==> src/rtl/data_bus_ctrl_pkg.sv <==
// Shared widths, defaults, controller state encoding and write-buffer layout
// for the core data bus controller and its watchdog.
package data_bus_ctrl_pkg;

  localparam int ADDR_W = 30;
  localparam int DATA_W = 32;
  localparam int BE_W   = 4;
  localparam int CNT_W  = 8;

  localparam int                TIMEOUT_DEF  = 255;
  localparam logic [DATA_W-1:0] ERR_DATA_DEF = 32'hDEADBEEF;

  typedef enum logic [1:0] {
    ST_IDLE,
    ST_WRITE,
    ST_READ,
    ST_RDONE
  } state_t;

  typedef struct packed {
    logic [BE_W-1:0]   be;
    logic [ADDR_W-1:0] addr;
    logic [DATA_W-1:0] wdata;
  } wbuf_t;

endpackage

==> src/rtl/data_bus_ctrl_if.sv <==
// Request/acknowledge data bus: master holds req and attributes until a one-cycle ack.
// rdata is only meaningful in the ack cycle of a read.
interface data_bus_ctrl_if;
  import data_bus_ctrl_pkg::*;

  logic              req;
  logic              we;
  logic [BE_W-1:0]   be;
  logic [ADDR_W-1:0] addr;
  logic [DATA_W-1:0] wdata;
  logic              ack;
  logic [DATA_W-1:0] rdata;

  modport master (output req, we, be, addr, wdata, input ack, rdata);
  modport slave  (input req, we, be, addr, wdata, output ack, rdata);

endinterface

==> src/rtl/data_bus_ctrl_bus_watchdog.sv <==
// Counts bus request cycles without ack; timeout pulses combinationally in the TIMEOUT-th such cycle.
// Latency: pulse in the same cycle the limit is reached; no backpressure, counter clears on ack or idle.
module bus_watchdog
  import data_bus_ctrl_pkg::*;
#(
  parameter int TIMEOUT = TIMEOUT_DEF
) (
  input  logic clk,
  input  logic reset,
  input  logic req,
  input  logic ack,
  output logic timeout
);

  localparam logic [CNT_W-1:0] LAST = CNT_W'(TIMEOUT - 1);

  logic [CNT_W-1:0] cnt;

  // cnt holds the number of unacked request cycles already elapsed
  assign timeout = req & ~ack & (cnt == LAST);

  always_ff @(posedge clk) begin
    if (!reset) begin
      cnt <= '0;
    end else if (!req || ack || timeout) begin
      cnt <= '0;
    end else begin
      cnt <= cnt + CNT_W'(1);
    end
  end

endmodule

==> src/rtl/data_bus_ctrl.sv <==
// Core-to-bus controller: stores are posted through a one-entry buffer, loads stall the core until data returns.
// Latency: load stalls 2 cycles plus bus wait; backpressure via core_run low while the buffer or bus is busy.
module data_bus_ctrl
  import data_bus_ctrl_pkg::*;
#(
  parameter int                TIMEOUT  = TIMEOUT_DEF,
  parameter logic [DATA_W-1:0] ERR_DATA = ERR_DATA_DEF
) (
  input  logic              clk,
  input  logic              reset,
  input  logic              run_in,
  input  logic              core_re,
  input  logic              core_we,
  input  logic [BE_W-1:0]   core_be,
  input  logic [ADDR_W-1:0] core_addr,
  input  logic [DATA_W-1:0] core_wdata,
  output logic [DATA_W-1:0] core_rdata,
  output logic              core_run,
  output logic              err,
  data_bus_ctrl_if.master   bus
);

  state_t            state, state_nxt;
  wbuf_t             wbuf_q, wbuf_nxt;
  logic [DATA_W-1:0] hold_q, hold_nxt;
  logic              err_q;
  logic              stall, req, timeout, done, take_re, take_we;

  assign req     = (state == ST_WRITE) || (state == ST_READ);
  assign done    = req & (bus.ack | timeout);
  assign take_re = run_in & core_re;
  assign take_we = run_in & core_we & ~core_re;

  bus_watchdog #(.TIMEOUT(TIMEOUT)) u_watchdog (
    .clk     (clk),
    .reset   (reset),
    .req     (req),
    .ack     (bus.ack),
    .timeout (timeout)
  );

  always_ff @(posedge clk) begin
    if (!reset) begin
      state  <= ST_IDLE;
      wbuf_q <= '0;
      hold_q <= '0;
      err_q  <= 1'b0;
    end else begin
      state  <= state_nxt;
      wbuf_q <= wbuf_nxt;
      hold_q <= hold_nxt;
      if (timeout) err_q <= 1'b1;
    end
  end

  always_comb begin
    state_nxt = state;
    wbuf_nxt  = wbuf_q;
    hold_nxt  = hold_q;
    stall     = 1'b0;
    unique case (state)
      ST_IDLE: begin
        stall = core_re;
        if (take_re) begin
          wbuf_nxt.addr = core_addr;
          state_nxt     = ST_READ;
        end else if (take_we) begin
          wbuf_nxt  = '{be: core_be, addr: core_addr, wdata: core_wdata};
          state_nxt = ST_WRITE;
        end
      end
      ST_WRITE: begin
        // A timed-out store completes exactly like an acked one, its data is dropped
        stall = core_re | core_we;
        if (done) begin
          if (take_re) begin
            wbuf_nxt.addr = core_addr;
            state_nxt     = ST_READ;
          end else if (take_we) begin
            wbuf_nxt = '{be: core_be, addr: core_addr, wdata: core_wdata};
            stall    = 1'b0;
          end else begin
            state_nxt = ST_IDLE;
          end
        end
      end
      ST_READ: begin
        stall = 1'b1;
        if (done) begin
          hold_nxt  = bus.ack ? bus.rdata : ERR_DATA;
          state_nxt = ST_RDONE;
        end
      end
      ST_RDONE: begin
        state_nxt = ST_IDLE;
      end
      default: begin
        state_nxt = ST_IDLE;
      end
    endcase
  end

  assign core_run   = reset & run_in & ~stall;
  assign core_rdata = hold_q;
  assign err        = err_q;

  assign bus.req   = req;
  assign bus.we    = (state == ST_WRITE);
  assign bus.be    = (state == ST_WRITE) ? wbuf_q.be : '1;
  assign bus.addr  = wbuf_q.addr;
  assign bus.wdata = wbuf_q.wdata;

endmodule

==> src/flat_wrapper.sv <==
// flat-port wrapper written by rule: the top's interface ports become plain ports
module data_bus_ctrl_flat import data_bus_ctrl_pkg::*;
#(
  parameter int                TIMEOUT  = TIMEOUT_DEF,
  parameter logic [DATA_W-1:0] ERR_DATA = ERR_DATA_DEF
)
  (clk, reset, run_in, core_re, core_we, core_be, core_addr, core_wdata, core_rdata, core_run, err, bus_req, bus_we, bus_be, bus_addr, bus_wdata, bus_ack, bus_rdata);
  data_bus_ctrl_if bus_i ();
  input  logic clk;
  input  logic reset;
  input  logic run_in;
  input  logic core_re;
  input  logic core_we;
  input  logic [BE_W-1:0] core_be;
  input  logic [ADDR_W-1:0] core_addr;
  input  logic [DATA_W-1:0] core_wdata;
  output logic [DATA_W-1:0] core_rdata;
  output logic core_run;
  output logic err;
  output wire logic [$bits(bus_i.req)-1:0] bus_req;
  output wire logic [$bits(bus_i.we)-1:0] bus_we;
  output wire logic [$bits(bus_i.be)-1:0] bus_be;
  output wire logic [$bits(bus_i.addr)-1:0] bus_addr;
  output wire logic [$bits(bus_i.wdata)-1:0] bus_wdata;
  input wire logic [$bits(bus_i.ack)-1:0] bus_ack;
  input wire logic [$bits(bus_i.rdata)-1:0] bus_rdata;
  assign bus_req = bus_i.req;
  assign bus_we = bus_i.we;
  assign bus_be = bus_i.be;
  assign bus_addr = bus_i.addr;
  assign bus_wdata = bus_i.wdata;
  assign bus_i.ack = bus_ack;
  assign bus_i.rdata = bus_rdata;
  data_bus_ctrl #(.TIMEOUT(TIMEOUT), .ERR_DATA(ERR_DATA)) u_core (.clk(clk), .reset(reset), .run_in(run_in), .core_re(core_re), .core_we(core_we), .core_be(core_be), .core_addr(core_addr), .core_wdata(core_wdata), .core_rdata(core_rdata), .core_run(core_run), .err(err), .bus(bus_i));
endmodule
==> config.mk <==
export PLATFORM = sky130hd
export DESIGN_NAME = data_bus_ctrl_flat
export DESIGN_NICKNAME = d
export VERILOG_FILES = /design/src/rtl/data_bus_ctrl_pkg.sv /design/src/rtl/data_bus_ctrl_if.sv /design/src/rtl/data_bus_ctrl_bus_watchdog.sv /design/src/rtl/data_bus_ctrl.sv /design/src/flat_wrapper.sv
export SDC_FILE = /design/constraint.sdc
export NUM_CORES = 1
export LEC_CHECK = 0
export ABC_CLOCK_PERIOD_IN_PS = 2750
export BUFFER_PORTS_ARGS = -buffer_cell sky130_fd_sc_hd__buf_2
export CELL_PAD_IN_SITES_DETAIL_PLACEMENT = 1
export CELL_PAD_IN_SITES_GLOBAL_PLACEMENT = 1
export CORE_UTILIZATION = 35
export CTS_CLUSTER_SIZE = 24
export DETAILED_ROUTE_END_ITERATION = 10
export PLACE_DENSITY = 0.86
export SYNTH_ARGS = -nofsm -noshare
export SYNTH_HDL_FRONTEND = slang
export SYNTH_SLANG_ARGS = --single-unit
==> constraint.sdc <==
create_clock -name clk -period 2.75 [get_ports clk]
set_input_delay 0.275 -clock clk [delete_from_list [all_inputs] [get_ports clk]]
set_output_delay 0.275 -clock clk [all_outputs]
set_load 0.05 [all_outputs]
Word-level counts from Yosys, hierarchy flattened --
Index checks and enable logic that the tools add are counted.
Word-level totals: register bits 109, word-level logic and storage cells 59, output and inout bits 102
Cells by class: $add $sub $neg 1, muxes and demuxes 19, equal/unequal tests 8, bitwise operators 14, reduce and logical (&&, ||, !) cells 10
Operators by type and width (count):
- $mux W66 | 2
- $pmux W66 S2 | 1
- $mux W32 | 2
- $mux W30 | 1
- $mux W2 | 6
- $add A8 B1 Y8 const B | 1
- $and A1 B1 Y1 | 8
- $eq A8 B8 Y1 const B | 1
- $mux W4 | 2
- $pmux W2 S4 | 1
- $eq A2 B2 Y1 const B | 2
- $ne A2 B1 Y1 const B | 2
- $not A1 Y1 | 4
- $reduce_and A2 Y1 | 2
- $reduce_and A4 Y1 | 1
- $logic_or A1 B1 Y1 | 3
- $mux W1 | 3
- $ne A3 B1 Y1 const B | 1
- $ne A3 B2 Y1 const B | 1
- $pmux W1 S3 | 1
- $eq A2 B1 Y1 const B | 1
- $logic_not A2 Y1 | 1
- $or A1 B1 Y1 | 2
- $reduce_bool A2 Y1 | 1
- 2 further kinds | 2

Logic depth before layout (Yosys ltp) --
Gate-level depths: netlist (run 1).
depth in word-level cells 10, mapped depth 9

Modules after synthesis --
From an unflattened synthesis (run 1), not the netlist that was laid out.
Second synthesis, totals: cells, all modules 556, area, all modules 4853.4 µm²
By module, submodules not included:
- data_bus_ctrl | instances 1, cells each 515, area each 4465.5 µm²
- bus_watchdog | instances 1, cells each 41, area each 387.9 µm²

Worst setup path after synthesis (run 1) --
Ideal clock, no wire load.
path kind reg2out, start point register u_core.state[0], end point output port core_run, arrival time 3.031 ns, required time 2.475 ns, path slack -0.556 ns, path buffers 1, cell stages (with the launch flop) 6, cells stage by stage dfxtp_1 inv_1 ha_1 clkbuf_1 o21ai_0 o41ai_1
Between the ends: cells in the longest elaborated chain, start to end 10
Ends and longest elaborated chain:
- start, declared | RTL line data_bus_ctrl.sv:23 | state_t state, state_nxt;
- start signal, assigned | RTL line data_bus_ctrl.sv:49 | state <= state_nxt;
- $eq A2 B1 Y1 or $eq A2 B2 Y1 (tied branches) | RTL line data_bus_ctrl.sv:29 | assign req = (state == ST_WRITE) || (state == ST_READ);
- $logic_or A1 B1 Y1 * | RTL line data_bus_ctrl.sv:29
- via bus_req | RTL line flat_wrapper.sv:20 | output wire logic [$bits(bus_i.req)-1:0] bus_req;
- $and A1 B1 Y1 (2 in a row) | RTL line data_bus_ctrl_bus_watchdog.sv:20 | assign timeout = req & ~ack & (cnt == LAST);
- $or A1 B1 Y1 | RTL line data_bus_ctrl.sv:30 | assign done = req & (bus.ack | timeout);
- $and A1 B1 Y1 * | RTL line data_bus_ctrl.sv:30
- $mux W1 * | RTL line data_bus_ctrl.sv:75 | if (done) begin
- $pmux W1 S3 * | RTL line data_bus_ctrl.sv:61 | unique case (state)
- $not A1 Y1 * | RTL line data_bus_ctrl.sv:103 | assign core_run = reset & run_in & ~stall;
- $and A1 B1 Y1 * | RTL line data_bus_ctrl.sv:103
- end, declared | RTL line flat_wrapper.sv:18 | output logic core_run;
The timed path passes the listed nets; every way through them passes the cells marked *.

Worst setup path in the final report (run 1) --
start point register u_core.state[0], end point output port core_run
Between the ends: cells in the longest elaborated chain, start to end 10
Ends and longest elaborated chain (RTL line):
- $eq A2 B1 Y1 or $eq A2 B2 Y1 (tied branches) | data_bus_ctrl.sv:29, data_bus_ctrl.sv:61
- $logic_or A1 B1 Y1 | data_bus_ctrl.sv:29
- $and A1 B1 Y1 (2 in a row) | data_bus_ctrl_bus_watchdog.sv:20
- $or A1 B1 Y1 | data_bus_ctrl.sv:30
- $and A1 B1 Y1 | data_bus_ctrl.sv:30
- $mux W1 | data_bus_ctrl.sv:75
- $pmux W1 S3 * | data_bus_ctrl.sv:61
- $not A1 Y1 * | data_bus_ctrl.sv:103
- $and A1 B1 Y1 * | data_bus_ctrl.sv:103
Mark *: on every way between the ends. The rest lies on a longest branch, timed or not.

==> results of run 1 <==
area by class of cell:
class	instances	area (um2)	area share
Antenna cell	1	2.50	0.000424
Clock buffer	12	246	0.0417
Clock inverter	2	35.0	0.00593
Inverter	7	26.3	0.00445
Multi-Input combinational cell	319	2100	0.356
Sequential cell	109	2180	0.369
Tap cell	180	225	0.0381
Timing Repair Buffer	209	1080	0.183
through the flow:
step	utilization	setup slack [ps]	area (um2)
floorplan	-	94.9	4960
global route	0.427	50.9	5910
detailed placement	0.407	472	5620
CTS	0.427	267	5900
global placement	0.407	651	5620
finish	0.427	304	5910
logic make-up after synthesis:
kind of cell	synth area share
flip-flops	0.440
adder cells (fa/ha/maj)	0.0151
buffers and inverters	0.142
XOR/XNOR	0.0106
AO/OA/AOI/OAI	0.106
multiplexers	0.135
AND/OR/NAND/NOR	0.151
critical path: stages, from the launching register on:
cell	delay, ps
dfxtp_1	390
inv_1	110
ha_1	410
a2111oi_0	440
a31oi_1	100
o41ai_2	70
buf_2	320
sequential cells by signal, summed over array words and instances, names as in the netlist:
name and flops:
u_core.bus.wdata 32, u_core.u_watchdog.cnt 8, u_core.err 1, u_core.bus.addr 30, u_core.state 2, u_core.wbuf_q 4, u_core.core_rdata 32
power by group:
| group | internal, W | switching [W] | leakage, nW |
|---|---|---|---|
| combinational | 0.000456 | 0.00115 | 1.69 |
| sequential | 0.00174 | 0.0000871 | 0.884 |
| clock | 0.000721 | 0.000558 | 0.139 |
| total | 0.00291 | 0.00180 | 2.72 |
final timing paths:
check	start	endpoint	depth (start not counted)
worst min register to register	u_core.bus.wdata[27]	u_core.bus.wdata[27]	2
worst max register to register	u_core.state[0]	u_core.bus.addr[23]	6
worst min-delay path	core_addr[19]	u_core.bus.addr[19]	3
worst max-delay path	u_core.state[0]	core_run	6
cell usage in the layout, fill, tap and decap left out, types with 2 or more instances in the layout:
master and n:
a311oi_1 8, clkbuf_16 9, a21oi_1 8, ha_1 6, o21ai_0 3, buf_4 3, nor2_1 10, and3_1 2
nand2b_1 6, o221a_2 24, nand2_1 147, nand4b_1 2, inv_1 7, nand3_1 6, xor2_1 3, nor3b_1 2
xnor2_1 3, o21a_1 3, buf_2 204, buf_12 2, dfxtp_1 109, mux2i_1 67, nand4_1 2, clkbuf_1 2
routing by layer:
metal	part of all wire	global-route usage
met4	0.036	0.103
met3	0.048	0.0320
met5	0	0
met2	0.52	0.308
met1	0.39	0.177
==> flow_metrics.py, run 1 <==
metrics = {
    "outcome": {
        "status": "completed",
    },
    "clock_tree": {
        "holdBufCountCts": 0,
        "cts.htree.levels": 3,
        "cts_tree": "done",
        "clkLatencyLatePin_ps": 340,
        "cts-root-buf": "clkbuf_16",
        "ctsResizeCount": 0,
        "numCtsBuffers": 9,
        "clkSinkCount": 109,
        "clk_pin_slew_ps": 70,
        "clock_path_buffers": 2,
        "post_cts_buffers": 0,
    },
    "synthesis": {
        "synth-edff-count": 0,
        "synthCells": 535,
        "ys_types": 41,
        "mappedNetlistArea_mm2": 0.00496,
        "synth_area_leaders": "dfxtp_1 44%, mux2i_1 14%, nand2_1 11%, buf_4 9.8%, o221a_2 5.5%",
        "yosys.area.top_type": "dfxtp_1",
        "yosysSeqAreaShare": 0.440,
        "yosysTopAreaCellShare": 0.440,
        "ys_seq_elements": 109,
        "synthTopCellsByCount": "147 x nand2_1, 109 x dfxtp_1, 67 x mux2i_1, 65 x buf_4, 29 x clkbuf_1",
        "synth_most_common_cell": "nand2_1",
        "yosys_warnings": 0,
        "async_flop_share": 0,
        "synthFlopType": "dfxtp_1",
        "postSynthNetCount": 645,
        "avgSynthCellArea_um2": 9.26,
    },
    "sta": {
        "fin_hold_ws_ps": 173,
        "rsz0062_at_grt": "no",
        "max_freq_mhz": 409,
        "final.setup.tns_ps": 0,
        "finClkSkew_ps": 5.92,
        "finalCriticalPeriod_ps": 2450,
        "setup_violations": 0,
        "min_period_over_period": 0.889,
        "tightest_slew_ps": 776,
        "drv_slew": 0,
        "hold_viol": 0,
        "relSlewSlack": 0.482,
    },
    "layout": {
        "final_cells": 839,
        "drive_above_1_share": 0.380,
        "fillers": 1684,
        "fin_nets": 765,
        "syn_to_final_growth_pct": 19.2,
    },
    "min_path": {
        "min_path_type": "input port to register",
    },
    "die": {
        "coreArea_mm2": 0.0138,
        "num_rows": 43,
        "pin_count": 206,
        "dieArea_mm2": 0.0146,
        "die_y_um": 121,
        "die_x_um": 121,
        "initial_core_util": 0.358,
    },
    "critical_path": {
        "end_kind": "output port",
        "cp_max_fo": 15,
        "cp.arrival_ps": 2170,
        "rrSetupSlack_ps": 440,
        "path_class": "register to output port",
        "crit_required_ps": 2480,
        "startpoint_type": "register",
    },
    "grt": {
        "antenna_found_initial": 1,
        "grt_pass1_wl_mm": 19.6,
        "track_usage": 0.168,
        "grt_overflow": 0,
        "grt_max_degree": 125,
        "grt_pass1_vias": 4219,
    },
    "detailed_routing": {
        "drc_errors": 0,
        "drt_iter0_markers": 160,
        "avgRoutedWirePerCell_um": 15.1,
        "vias": 4095,
        "drtAntennaViolNets": 0,
        "totalWireLength_mm": 12.7,
        "drt-pass1-iter-count": 4,
        "viasPerCell": 4.88,
    },
    "placement": {
        "dp.cells": 824,
        "place_congestion": 0.748,
        "dpl.hpwl_mm": 9.32,
        "numPortBuffers": 205,
    },
    "power": {
        "p_total_w": 0.00471,
        "pwr_density_cell_mw_per_mm2": 798,
        "p_leak_nw": 2.72,
        "vdd_ir_drop_max_uv": 389,
    },
    "job": {
        "maxCapViolations": 0,
    },
}
(Power assumes the default switching activity.)
==> run 2, diff against run 1 <==
--- a/config.mk
+++ b/config.mk
@@ -5,14 +5,14 @@
 export SDC_FILE = /design/constraint.sdc
 export NUM_CORES = 1
 export LEC_CHECK = 0
-export ABC_CLOCK_PERIOD_IN_PS = 2750
+export ABC_CLOCK_PERIOD_IN_PS = 2300
 export BUFFER_PORTS_ARGS = -buffer_cell sky130_fd_sc_hd__buf_2
 export CELL_PAD_IN_SITES_DETAIL_PLACEMENT = 1
 export CELL_PAD_IN_SITES_GLOBAL_PLACEMENT = 1
 export CORE_UTILIZATION = 35
 export CTS_CLUSTER_SIZE = 24
 export DETAILED_ROUTE_END_ITERATION = 10
-export PLACE_DENSITY = 0.86
+export PLACE_DENSITY_LB_ADDON = 0.15
 export SYNTH_ARGS = -nofsm -noshare
 export SYNTH_HDL_FRONTEND = slang
 export SYNTH_SLANG_ARGS = --single-unit
==> constraint.sdc (replaced) <==
create_clock -name clk -period 2.3 [get_ports clk]
set_input_delay 0.23 -clock clk [delete_from_list [all_inputs] [get_ports clk]]
set_output_delay 0.23 -clock clk [all_outputs]
set_load 0.05 [all_outputs]
==> run 2 against run 1 <==
Compared with the run above: critical endpoint unchanged; count of clock-buffer cells in the layout is 1 higher; worst hold slack got worse by 57 ps; design area rose by 1.4%; utilization increased by 0.58 points; non-clock buffer count up 3; critical path type unchanged; sequential share of layout area is 0.47 points lower.
==> flow_metrics.py, run 2 (synthesized netlist as in run 1, its figures left out) <==
metrics = {
    "grt": {
        "grt_overflow": 0,
        "grt_pass1_wl_mm": 19.5,
        "track_usage": 0.168,
        "grt_pass1_vias": 3966,
        "antenna_found_initial": 0,
        "grt_max_degree": 85,
    },
    "clock_tree": {
        "cts-root-buf": "clkbuf_16",
        "holdBufCountCts": 0,
        "clk_pin_slew_ps": 70,
        "cts.htree.levels": 3,
        "clkSinkCount": 109,
        "clkLatencyLatePin_ps": 350,
        "cts_tree": "done",
        "clock_path_buffers": 2,
        "post_cts_buffers": 0,
        "numCtsBuffers": 9,
    },
    "die": {
        "dieArea_mm2": 0.0146,
        "num_rows": 43,
        "initial_core_util": 0.358,
        "coreArea_mm2": 0.0138,
        "die_x_um": 121,
        "pin_count": 206,
        "die_y_um": 121,
    },
    "detailed_routing": {
        "viasPerCell": 4.74,
        "drt-pass1-iter-count": 6,
        "avgRoutedWirePerCell_um": 14.8,
        "drc_errors": 0,
        "vias": 3996,
        "totalWireLength_mm": 12.5,
        "drtAntennaViolNets": 0,
        "drt_iter0_markers": 184,
    },
    "critical_path": {
        "cp_max_fo": 12,
        "cp.arrival_ps": 1960,
        "slowest_delay_ps": 390,
        "crit_chain": "inv_1 > ha_4 > o21a_1 > a2111oi_2 > a31oi_1 > o41ai_4 > buf_6",
        "crit_required_ps": 2070,
        "end_kind": "output port",
        "cp.buffers_inverters": 2,
        "startpoint_type": "register",
        "cp.depth": 7,
        "rr_worst_depth": 6,
        "path_class": "register to output port",
        "cp_top_family": "compound AO/OA/AOI/OAI gates",
        "cp_slowest_cell": "dfxtp_1",
    },
    "sta": {
        "finalCriticalPeriod_ps": 2190,
        "final.setup.tns_ps": 0,
        "max_freq_mhz": 456,
        "hold_viol": 0,
        "relSlewSlack": 0.457,
        "setup_violations": 0,
        "min_period_over_period": 0.954,
        "tightest_slew_ps": 815,
        "fin_hold_ws_ps": 116,
        "drv_slew": 0,
        "finClkSkew_ps": 4.67,
    },
    "layout": {
        "drive_above_1_share": 0.394,
        "final_area_mm2": 0.00599,
        "final_cells": 843,
        "insertedDiodeCount": 0,
        "mostFrequentLayoutCell": "buf_2",
        "fin_util": 0.433,
        "mostFrequentLayoutCells": "203 x buf_2, 147 x nand2_1, 108 x dfxtp_1, 67 x mux2i_1, 24 x o221a_2",
        "fin_nets": 768,
        "syn_to_final_growth_pct": 20.8,
    },
    "placement": {
        "place_congestion": 0.744,
        "place_area_mm2": 0.00566,
        "numPortBuffers": 205,
        "dpl.hpwl_mm": 9.08,
        "dp.cells": 827,
    },
    "job": {
        "maxCapViolations": 0,
    },
    "power": {
        "p_leak_nw": 2.74,
        "pwr_density_cell_mw_per_mm2": 956,
        "vdd_ir_drop_max_uv": 406,
    },
    "min_path": {
        "min_path_cells": 3,
        "min_path_type": "input port to register",
    },
    "outcome": {
        "status": "completed",
    },
}
## run 2: cell count changes in the layout (fill, tap and decap cells not counted), moves of 2 or more
cell | before | now
clkbuf_8 | 1 | 3
ha_1 | 6 | 4
ha_4 | 0 | 2
buf_4 | 3 | 6
## run 2: where the power goes
part | internal (W) | switching (W) | leakage (nW)
logic | 0.000614 | 0.00141 | 1.71
registers | 0.00208 | 0.000106 | 0.885
clock network | 0.000823 | 0.000694 | 0.146
## run 2: what timing repair did
item / 4_1_cts / 5_1_grt
pin swaps: 0 / 0
gates resized for setup: 3 / 6
setup endpoints to repair: 1 / 1
## run 2: final cells by class
cell class	count	area, um2
fill	1657	7840
sequential	109	2180
multi-input combinational	319	2150
timing repair buffer	212	1110
clock buffer	13	270
tap	180	225
inverter	7	26.3
clock inverter	3	18.8
## run 2: worst register-to-register path: stages (launching register included)
cell and delay [ps]:
dfxtp_1 390, ha_1 190, nand3_1 100, or2_0 350
o41ai_4 460, buf_4 330, mux2i_1 220
## run 2: final timing paths
check / from / endpoint / slack, ps
worst max-delay path: u_core.state[1] / core_run / 110
worst min-delay path: core_addr[9] / u_core.bus.addr[9] / 120
worst max register to register: u_core.u_watchdog.cnt[1] / u_core.bus.wdata[31] / 190
worst min register to register: u_core.bus.wdata[29] / u_core.bus.wdata[29] / 450
## run 2: per-layer routing
layer / global-route usage / vias up / wire, um
met4: 0.0718 / 0 / 186
met1: 0.210 / 1884 / 5550
met3: 0.0409 / 11 / 781
met5: 0 / - / 0
met2: 0.276 / 110 / 6000
li1: - / 1991 / -
## run 2: stage by stage
step | setup slack (ps) | total power [W]
after global placement | 275 | 0.00416
after CTS | 27.9 | 0.00574
final | 105 | 0.00572
after detailed placement | 194 | 0.00420
after floorplan | 60.1 | 0.00390
after global routing | -9.05 | 0.00600
==> run 3, diff against run 2 <==
--- a/config.mk
+++ b/config.mk
@@ -13,6 +13,7 @@
 export CTS_CLUSTER_SIZE = 24
 export DETAILED_ROUTE_END_ITERATION = 10
 export PLACE_DENSITY_LB_ADDON = 0.15
+export SLEW_MARGIN = 15
 export SYNTH_ARGS = -nofsm -noshare
 export SYNTH_HDL_FRONTEND = slang
 export SYNTH_SLANG_ARGS = --single-unit
==> constraint.sdc (replaced) <==
create_clock -name clk -period 2.3 [get_ports clk]
set_input_delay 0.115 -clock clk [delete_from_list [all_inputs] [get_ports clk]]
set_output_delay 0.115 -clock clk [all_outputs]
set_load 0.05 [all_outputs]
==> run 3 against run 2 <==
Compared with the run above: non-clock buffer count rose by 25; die area did not move; via count rose by 3.6%; utilization rose by 1.7 points; wire length rose by 3.7%; highest routed layer unchanged; worst hold slack got worse by 110 ps; design area rose by 4.0%; cell count rose by 3.0%; clock skew rose by 2.1 ps; first-iteration DRC count fell by 3.3%; count of clock-buffer cells in the layout did not move; critical path type is now register to register; sequential power barely moved.
==> flow_metrics.py, run 3 (synthesized netlist as in run 1, its figures left out) <==
metrics = {
    "clock_tree": {
        "cts-root-buf": "clkbuf_16",
        "numCtsBuffers": 9,
        "cts.htree.levels": 3,
        "post_cts_buffers": 0,
        "clock_path_buffers": 2,
        "cts_tree": "done",
        "clkLatencyLatePin_ps": 350,
        "clk_pin_slew_ps": 70,
        "clkSinkCount": 109,
    },
    "layout": {
        "mostFrequentLayoutCell": "buf_2",
        "fin_nets": 793,
        "syn_to_final_growth_pct": 25.6,
        "final_cells": 868,
        "drive_above_1_share": 0.381,
        "insertedDiodeCount": 0,
        "mostFrequentLayoutCells": "203 x buf_2, 147 x nand2_1, 109 x dfxtp_1, 67 x mux2i_1, 24 x o221a_2",
        "fin_util": 0.450,
    },
    "sta": {
        "max_freq_mhz": 463,
        "rsz0062_at_grt": "no",
        "setup_violations": 0,
        "final.setup.tns_ps": 0,
        "relSlewSlack": 0.653,
        "min_period_over_period": 0.939,
        "hold_viol": 0,
        "finClkSkew_ps": 6.81,
        "finalCriticalPeriod_ps": 2160,
        "tightest_slew_ps": 520,
        "drv_slew": 0,
    },
    "die": {
        "initial_core_util": 0.358,
        "coreArea_mm2": 0.0138,
        "pin_count": 206,
        "dieArea_mm2": 0.0146,
        "die_y_um": 121,
        "die_x_um": 121,
        "num_rows": 43,
    },
    "min_path": {
        "min_path_type": "input port to register",
    },
    "critical_path": {
        "rr_worst_depth": 6,
        "rrSetupSlack_ps": 140,
        "cp.arrival_ps": 2430,
        "path_class": "register to register",
        "startpoint_type": "register",
        "cp.buffers_inverters": 1,
        "cp_slowest_cell": "buf_4",
        "r2r-start": "u_core.u_watchdog.cnt[1]",
        "cp_top_family": "buffers and inverters",
        "crit_required_ps": 2570,
        "setup.worst_path.start": "u_core.u_watchdog.cnt[1]",
        "cp.depth": 6,
        "cp_max_fo": 24,
        "end_kind": "register",
        "r2r-end": "u_core.bus.wdata[0]",
        "crit_chain": "ha_1 > nand3_1 > or2_0 > o41ai_4 > buf_4 > mux2i_1",
        "endpoint": "u_core.bus.wdata[0]",
        "slowest_delay_ps": 450,
    },
    "grt": {
        "grt_pass1_wl_mm": 20.6,
        "grt_overflow": 0,
        "grt_max_degree": 103,
        "track_usage": 0.179,
        "antenna_found_initial": 0,
        "grt_pass1_vias": 4178,
    },
    "detailed_routing": {
        "top_layer": "met4",
        "drt_iter0_markers": 178,
        "wl_met1_mm": 5.74,
        "drt-pass1-iter-count": 4,
        "wl_met2_mm": 6.35,
        "totalWireLength_mm": 13.0,
        "avgRoutedWirePerCell_um": 15.0,
        "drtAntennaViolNets": 0,
        "drc_errors": 0,
        "dr_wl_met3_um": 697,
        "vias": 4138,
        "viasPerCell": 4.77,
    },
    "placement": {
        "dp.cells": 831,
        "dpl.hpwl_mm": 9.26,
        "place_congestion": 0.717,
        "numPortBuffers": 205,
    },
    "power": {
        "pwr_density_cell_mw_per_mm2": 937,
        "vdd_ir_drop_max_uv": 418,
        "p_leak_nw": 2.86,
    },
    "job": {
        "maxCapViolations": 0,
    },
    "outcome": {
        "status": "completed",
    },
}
[run 3: what timing repair did]
item / in CTS / in global routing
gates resized for setup: 2 / 3
hold buffers: 21 / 0
setup endpoints to repair: 1 / 2
hold endpoints to repair: 21 / 0
[run 3: worst min-delay path by stage]
stage	to	cells past startpoint	start	slack, ps
finish	u_core.bus.addr[10]	3	core_addr[10]	10
global route	u_core.bus.wdata[18]	3	core_wdata[18]	6
CTS	u_core.bus.addr[10]	3	core_addr[10]	0.4
detailed placement	u_core.bus.addr[21]	3	core_addr[21]	370
global placement	u_core.bus.addr[20]	3	core_addr[20]	360
floorplan	u_core.wbuf_q[62]	2	core_be[0]	260
[run 3: stage by stage]
stage | total power, W | hold slack (ps) | instance area (um2) | setup slack (ps)
2_1_floorplan | 0.00389 | 257 | 4970 | 26.5
3_3_place_gp | 0.00418 | 361 | 5690 | 295
3_5_place_dp | 0.00422 | 373 | 5690 | 136
4_1_cts | 0.00591 | 0.380 | 6210 | 34.3
5_1_grt | 0.00612 | 5.65 | 6220 | 13.0
6_report | 0.00583 | 9.84 | 6220 | 140
[run 3: final cells by class]
type	count	area [um2]
clock inverter	3	42.5
fill	1641	7600
sequential	109	2180
multi-input combinational	319	2120
clock buffer	13	270
inverter	7	26.3
tap	180	225
timing repair buffer	237	1350
[run 3: metal layers]
metal  global-route usage  vias to the layer above
met5                    0                        -
met4               0.0694                        0
met3               0.0414                       13
met2                0.310                      119
met1                0.212                     1966
li1                     -                     2040
[run 3: worst reg2reg max path, stage by stage (launching register included)]
cell and delay, ps:
dfxtp_1 390, ha_1 190, nand3_1 90, or2_0 290
o41ai_4 380, buf_4 450, mux2i_1 280
[run 3: power by group]
part           internal (W)  switching (W)  leakage [nW]
Sequential          0.00208       0.000104         0.884
Combinational      0.000619        0.00141          1.82
Clock              0.000933       0.000690         0.152
Total               0.00363        0.00220          2.86
